===== src/rtl/simon_pkg.sv =====
// Shared types and constants for the Simon Says sequencer.
package simon_pkg;

  typedef logic [1:0] num_t;
  typedef logic [3:0] addr_t;

  typedef enum logic [3:0] {
    IDLE,
    GEN,
    SHOW_RD,
    SHOW_LAT,
    SHOW_ON,
    SHOW_GAP,
    IN_RD,
    IN_WAIT,
    WIN,
    LOSE
  } state_t;

  // Feedback mask for taps 8,6,5,4 (bit 8 is the MSB).
  localparam logic [7:0] LFSR_TAPS = 8'hB8;

  function automatic int cnt_width(input int n);
    return (n > 1) ? $clog2(n) : 1;
  endfunction

endpackage


===== src/rtl/simon_lfsr.sv =====
// Free-running 8-bit Fibonacci LFSR; supplies the random numbers for each round.
module simon_lfsr
  import simon_pkg::*;
#(
  parameter logic [7:0] SEED = 8'hA5
) (
  input  logic       clock,
  input  logic       reset_n,
  output logic [7:0] state
);

  logic [7:0] lfsr_q;
  logic [7:0] lfsr_d;

  always_comb begin
    lfsr_d = {lfsr_q[6:0], ^(lfsr_q & LFSR_TAPS)};
  end

  always_ff @(posedge clock or negedge reset_n) begin
    if (!reset_n) lfsr_q <= SEED;
    else          lfsr_q <= lfsr_d;
  end

  assign state = lfsr_q;

endmodule


===== src/rtl/simon_sequencer.sv =====
// Simon Says game controller: grows the sequence, plays it to the display and
// checks the player's presses against the memory that holds it.
module simon_sequencer
  import simon_pkg::*;
#(
  parameter int         MAX_LEN        = 11,
  parameter int         SHOW_CYCLES    = 25_000_000,
  parameter int         GAP_CYCLES     = 12_500_000,
  parameter int         TIMEOUT_CYCLES = 250_000_000,
  parameter logic [7:0] LFSR_SEED      = 8'hA5
) (
  input  logic       clock,
  input  logic       reset_n,
  input  logic       start,
  input  logic       btn_valid,
  input  logic [1:0] btn_num,
  input  logic [1:0] mem_out_num,
  output logic [3:0] mem_address,
  output logic       mem_rw,
  output logic [1:0] mem_in_num,
  output logic       show_valid,
  output logic [1:0] show_num,
  output logic [3:0] level,
  output logic       busy,
  output logic       win,
  output logic       lose,
  output logic [3:0] dbg_state_o
);

  localparam int TW_SHOW = cnt_width(SHOW_CYCLES);
  localparam int TW_GAP  = cnt_width(GAP_CYCLES);
  localparam int TW_TO   = cnt_width(TIMEOUT_CYCLES);
  localparam int TW_SG   = (TW_SHOW > TW_GAP) ? TW_SHOW : TW_GAP;
  localparam int TW      = (TW_SG > TW_TO) ? TW_SG : TW_TO;

  localparam logic [TW-1:0] SHOW_LAST = TW'(SHOW_CYCLES - 1);
  localparam logic [TW-1:0] GAP_LAST  = TW'(GAP_CYCLES - 1);
  localparam logic [TW-1:0] TO_LAST   = TW'(TIMEOUT_CYCLES - 1);

  // Handshake: start and btn_valid are single-cycle pulses sampled on the
  // rising edge; each is acted on only in the states that accept it and is
  // otherwise dropped, with btn_valid taking priority in IN_WAIT.

  state_t        state_q, state_d;
  logic [4:0]    len_q, len_d;
  addr_t         idx_q, idx_d;
  logic [TW-1:0] timer_q, timer_d;
  num_t          show_num_q, show_num_d;

  logic [7:0]    lfsr_state;
  logic          lfsr_unused;
  logic          last_idx;

  simon_lfsr #(.SEED(LFSR_SEED)) u_lfsr (
    .clock   (clock),
    .reset_n (reset_n),
    .state   (lfsr_state)
  );

  assign lfsr_unused = ^lfsr_state[7:2];
  assign last_idx    = ({1'b0, idx_q} == (len_q - 5'd1));

  always_comb begin
    state_d    = state_q;
    len_d      = len_q;
    idx_d      = idx_q;
    timer_d    = '0;
    show_num_d = show_num_q;
    case (state_q)
      IDLE, WIN, LOSE: begin
        if (start) begin
          state_d = GEN;
          len_d   = '0;
        end
      end
      GEN: begin
        len_d   = len_q + 5'd1;
        idx_d   = '0;
        state_d = SHOW_RD;
      end
      SHOW_RD: state_d = SHOW_LAT;
      SHOW_LAT: begin
        show_num_d = mem_out_num;
        state_d    = SHOW_ON;
      end
      SHOW_ON: begin
        if (timer_q == SHOW_LAST) state_d = SHOW_GAP;
        else                      timer_d = timer_q + TW'(1);
      end
      SHOW_GAP: begin
        if (timer_q == GAP_LAST) begin
          if (last_idx) begin
            idx_d   = '0;
            state_d = IN_RD;
          end else begin
            idx_d   = idx_q + 4'd1;
            state_d = SHOW_RD;
          end
        end else begin
          timer_d = timer_q + TW'(1);
        end
      end
      IN_RD: state_d = IN_WAIT;
      IN_WAIT: begin
        // mem_out_num already holds the expected number for idx here.
        if (btn_valid) begin
          if (btn_num != mem_out_num) begin
            state_d = LOSE;
          end else if (!last_idx) begin
            idx_d   = idx_q + 4'd1;
            state_d = IN_RD;
          end else if (len_q == 5'(MAX_LEN)) begin
            state_d = WIN;
          end else begin
            state_d = GEN;
          end
        end else if (timer_q == TO_LAST) begin
          state_d = LOSE;
        end else begin
          timer_d = timer_q + TW'(1);
        end
      end
      default: state_d = IDLE;
    endcase
  end

  always_ff @(posedge clock or negedge reset_n) begin
    if (!reset_n) begin
      state_q    <= IDLE;
      len_q      <= '0;
      idx_q      <= '0;
      timer_q    <= '0;
      show_num_q <= '0;
    end else begin
      state_q    <= state_d;
      len_q      <= len_d;
      idx_q      <= idx_d;
      timer_q    <= timer_d;
      show_num_q <= show_num_d;
    end
  end

  always_comb begin
    mem_rw      = (state_q == GEN);
    mem_address = (state_q == GEN) ? len_q[3:0] : idx_q;
    mem_in_num  = (state_q == GEN) ? lfsr_state[1:0] : 2'd0;
    show_valid  = (state_q == SHOW_ON);
    show_num    = show_num_q;
    level       = len_q[3:0];
    busy        = !((state_q == IDLE) || (state_q == WIN) || (state_q == LOSE));
    win         = (state_q == WIN);
    lose        = (state_q == LOSE);
    dbg_state_o = state_q;
  end

endmodule


===== config.mk =====
export PLATFORM = sky130hd
export DESIGN_NAME = simon_sequencer
export DESIGN_NICKNAME = d
export VERILOG_FILES = /design/src/rtl/simon_pkg.sv /design/src/rtl/simon_lfsr.sv /design/src/rtl/simon_sequencer.sv
export SDC_FILE = /design/constraint.sdc
export NUM_CORES = 1
export LEC_CHECK = 0
export ABC_AREA = 1
export BUFFER_PORTS_ARGS = -buffer_cell sky130_fd_sc_hd__buf_2
export CORE_MARGIN = 1
export CORE_UTILIZATION = 31
export CTS_CLUSTER_SIZE = 20
export DETAILED_ROUTE_END_ITERATION = 12
export PLACE_DENSITY = 0.49
export SLEW_MARGIN = 15
export SYNTH_ARGS = -nofsm -noshare
export SYNTH_HDL_FRONTEND = slang
export SYNTH_HIERARCHICAL = 1
export SYNTH_SLANG_ARGS = --single-unit

===== constraint.sdc =====
create_clock -name clock -period 2.3 [get_ports clock]
set_clock_uncertainty 0.05 [all_clocks]
set_input_delay 0.23 -clock clock [delete_from_list [all_inputs] [get_ports clock]]
set_output_delay 0.23 -clock clock [all_outputs]
set_load 0.005 [all_outputs]

=== Word-level counts from Yosys, hierarchy flattened ===
Index checks and enable logic that the tools add are counted.

* Register bits after elaboration: 51
* Input port bits: 8
* Logic and storage cells: 68

* Add/sub/neg operators: 4
* Equality and inequality tests: 22
* Mux-type cells: 25
* Reduce and logical (&&, ||, !) cells: 11

{| class="wikitable"
|+ Operator list
! kind !! count
|-
| $mux W28 || 4
|-
| $pmux W28 S3 || 1
|-
| $mux W4 || 14
|-
| $pmux W4 S8 || 1
|-
| $add A28 B1 Y28 const B || 1
|-
| $eq A28 B24 Y1 const B || 1
|-
| $eq A28 B25 Y1 const B || 1
|-
| $eq A28 B28 Y1 const B || 1
|-
| $eq A4 B3 Y1 const B || 4
|-
| $pmux W4 S3 || 1
|-
| $ne A2 B2 Y1 const B || 5
|-
| $pmux W5 S2 || 1
|-
| $eq A4 B2 Y1 const B || 2
|-
| $eq A4 B4 Y1 const B || 2
|-
| $reduce_xor A8 Y1 || 1
|-
| $add A5 B1 Y5 const B || 1
|-
| $eq A4 B5 Y1 || 1
|-
| $eq A5 B4 Y1 const B || 1
|-
| $mux W5 || 1
|-
| $reduce_and A5 Y1 || 1
|-
| $sub A5 B1 Y5 const B || 1
|-
| $add A4 B1 Y4 const B || 1
|-
| $eq A4 B1 Y1 const B || 1
|-
| $logic_not A4 Y1 || 1
|-
| other kinds (12) || 13
|}

=== Depth between registers and ports, before layout ===
* Depth after elaboration: 6
* Mapped depth: 14

=== Modules after synthesis ===
Netlist, hierarchy kept.

{| class="wikitable"
|+ Modules (own cells, without submodules)
! module !! times used !! cells an instance !! area each (um2)
|-
| simon_sequencer || 1 || 458 || 3114.2
|-
| simon_lfsr || 1 || 32 || 329.1
|}

=== Worst setup path after synthesis ===
No wires, ideal clock.

* Kind: flip-flop to flip-flop
* Start: register len_q[0]
* End: register state_q[1], in the netlist dbg_state_o[1]
* Library setup time: 119 ps
* Arrival: 1617 ps
* Slack: 515 ps
* Cell stages (with the launch flop): 15
* Buffers on the path: 0
* Period minus slack after synthesis: 1785 ps
* Cells stage by stage: dfrtp_1 inv_1 ha_1 nand2_1 inv_1 nor2_1 nand3_1 nor2_1 nand2_2 nand2_1 nand2_1 nand2_1 nand2_1 nand2_1 nand2_1

* Longest elaborated chain between the ends: 6

{| class="wikitable"
|+ RTL lines
! item !! RTL line !! source
|-
| start, declared || simon_sequencer.sv:45 || <nowiki>logic [4:0] len_q, len_d;</nowiki>
|-
| start signal, assigned || simon_sequencer.sv:136 || <nowiki>len_q <= len_d;</nowiki>
|-
| $sub A5 B1 Y5 || simon_sequencer.sv:61 || <nowiki>assign last_idx = ({1'b0, idx_q} == (len_q - 5'd1));</nowiki>
|-
| $eq A4 B5 Y1 || simon_sequencer.sv:61 ||
|-
| $mux W4 || simon_sequencer.sv:109 || <nowiki>end else if (!last_idx) begin</nowiki>
|-
| $mux W4 || simon_sequencer.sv:107 || <nowiki>if (btn_num != mem_out_num) begin</nowiki>
|-
| $mux W4 || simon_sequencer.sv:106 || <nowiki>if (btn_valid) begin</nowiki>
|-
| $pmux W4 S8 || simon_sequencer.sv:69 || <nowiki>case (state_q)</nowiki>
|-
| end signal, assigned || simon_sequencer.sv:135 || <nowiki>state_q <= state_d;</nowiki>
|-
| end, declared || simon_sequencer.sv:44 || <nowiki>state_t state_q, state_d;</nowiki>
|}

No other way between the ends.
A chain may end at the register's enable or synchronous reset.

=== Worst setup path in the final report ===
* Start: register state_q[0], in the netlist dbg_state_o[0]
* End: output mem_address[0]

* Longest elaborated chain between the ends: 2

{| class="wikitable"
|+ RTL lines
! item !! RTL line !! source
|-
| $eq A4 B1 Y1 || simon_sequencer.sv:145 || <nowiki>mem_address = (state_q == GEN) ? len_q[3:0] : idx_q;</nowiki>
|-
| $mux W4 || simon_sequencer.sv:145 ||
|-
| end, declared || simon_sequencer.sv:18 || <nowiki>output logic [3:0] mem_address,</nowiki>
|}

No other way between the ends.

==> impl_metrics.toml <==
[sta]
finalHoldViolCount = 0
worst_pin_slew_ns = 0.515
setup_viol = 0
layout_setup_ws_ns = 0.264
worst_hold_slack_ns = 0.0982
final.period_utilization = 0.885
fin_tns_setup_ns = 0
drv_slew = 0
fin_crit_ns = 2.04
fmax_mhz = 491
relSlewSlack = 0.654
rsz0062_at_grt = "false"

[routing]
drt_iter0_drc = 149
drt-met1-wl_um = 4020
num_vias = 2996
routed_wl_um = 8170
highest_layer = "met4"
final_antenna_net_count = 0
firstDrtPassIters = 4
dr_wl_met2_um = 3770
drt-vias-per-instance = 4.62
wl_met3_um = 283
routedWlPerCell_um = 12.6
drc_errors = 0

[setup_path]
arrival_ns = 1.76
cp.required_ns = 2.02
max_stage_delay_ns = 0.47
cp_top_family = "simple AND/OR/NAND/NOR gates"
slowest_stage = "dfrtp_1"
crit_type = "reg -> out"
cp_max_fo = 14
crit_path_start_kind = "flip-flop"
crit_buf_inv = 2
cp_cell_sequence = "inv_2, nor2_2, nand2_1, nor2_1, a21oi_1, buf_2"
cp-end-kind = "output port"

[clock_tree]
htreeDepth = 2
clock_latency_ns = 0.32
cts_tree = "yes"
clock-sinks = 51
ctsRootBufferMaster = "clkbuf_8"
numCtsBuffers = 5
clk_pin_slew_ns = 0.10
clockBufferDepth = 2
cts_setup_buffers = 0

[floorplanning]
start_util = 0.324
core_area_um2 = 10500
die-area_um2 = 11400
top_level_ports = 29
row_count = 37
die_h_um = 107
die_x_um = 107

[grt]
grt_pass1_wl_um = 14000
antenna_found_initial = 0
grtUsageTotal = 0.156
grt_max_degree = 24
gr-total-overflow = 0
grt_pass1_vias = 2933

[layout]
syn_to_final_growth_pct = 10.2
antenna_cells = 0
layout_common_cells = "130 x nand2_1, 76 x inv_1, 55 x nor2_1"
nFillCells = 1118
drive_above_1_share = 0.164
layout_commonest_cell = "nand2_1"
final_cells = 648
layout.nets = 523

[placement]
pre_cts_ws_ns = 0.325
gp_congestion = 0.884
dp.cells = 639
port_buffers = 28
dp_hpwl_um = 6350

[pwr]
p_leak_uw = 0.00191
power_uw = 3240
vdd_drop_max_mv = 0.415
power_density_nw_per_um2 = 862

[logic_synthesis]
synth_warnings = 6
syn_inst = 485
netlist_area_um2 = 3410
synth_fp_nets = 497
syn_avg_cell_area_um2 = 7.02

[run_status]
status = "completed"

[worst_hold_path]
hold_path.class = "in -> reg"

[run]
cap_violations = 0
==> worst paths after layout <==
kind / start / end / slack (ns) / cells after the start
max: dbg_state_o[0] / mem_address[0] / 0.26 / 6
min in group asynchronous: reset_n / timer_q[25] / 0.28 / 2
min reg2reg: u_lfsr/state[6] / u_lfsr/state[7] / 0.31 / 0
max reg2reg: len_q[0] / dbg_state_o[1] / 0.35 / 14
min: mem_out_num[0] / show_num[0] / 0.1 / 3
max in group asynchronous: reset_n / u_lfsr/state[2] / 1.22 / 3
==> per-layer routing <==
metal | track usage | vias to the layer above
met1 | 0.207 | 1399
met4 | 0.0431 | 0
met2 | 0.255 | 38
met3 | 0.0328 | 10
met5 | 0 | -
li1 | - | 1549
==> worst min-delay path, cell delays in order <==
cell,delay [ns]
buf_2,0.10
nand2_1,0.05
nand2_1,0.06
==> what timing repair did <==
action	in CTS	in global routing
endpoints found under the setup margin	0	6
resized for setup	0	1
hold buffers	1	0
endpoints found under the hold margin	11	0
==> flip-flops by register name, indices dropped and copies added (netlist names) <==
register,cells
timer_q,28
u_lfsr/state,8
len_q,5
dbg_state_o,4
idx_q,4
show_num,2
==> stage by stage <==
step / cell area [µm²] / util
3_3_place_gp: 3640 / 0.346
4_1_cts: 3750 / 0.357
5_1_grt: 3750 / 0.357
6_report: 3750 / 0.357
2_1_floorplan: 3410 / -
3_5_place_dp: 3640 / 0.346
==> where the power goes <==
group / switching, µW / internal, µW / leakage, µW
clock: 313 / 326 / 0.0000524
sequential: 172 / 1020 / 0.000683
combinational: 936 / 472 / 0.00118
total: 1420 / 1810 / 0.00191
==> area by class of cell <==
class                      instances  area (µm²)  share of cell area
inverter                          88         337              0.0897
clock inverter                     1        30.0             0.00800
clock buffer                       7        76.3              0.0203
tap                              136         170              0.0453
multi-input combinational        334        1690               0.451
sequential                        51        1280               0.342
timing repair buffer              31         165              0.0440
Power figures use the tool's default switching activity.
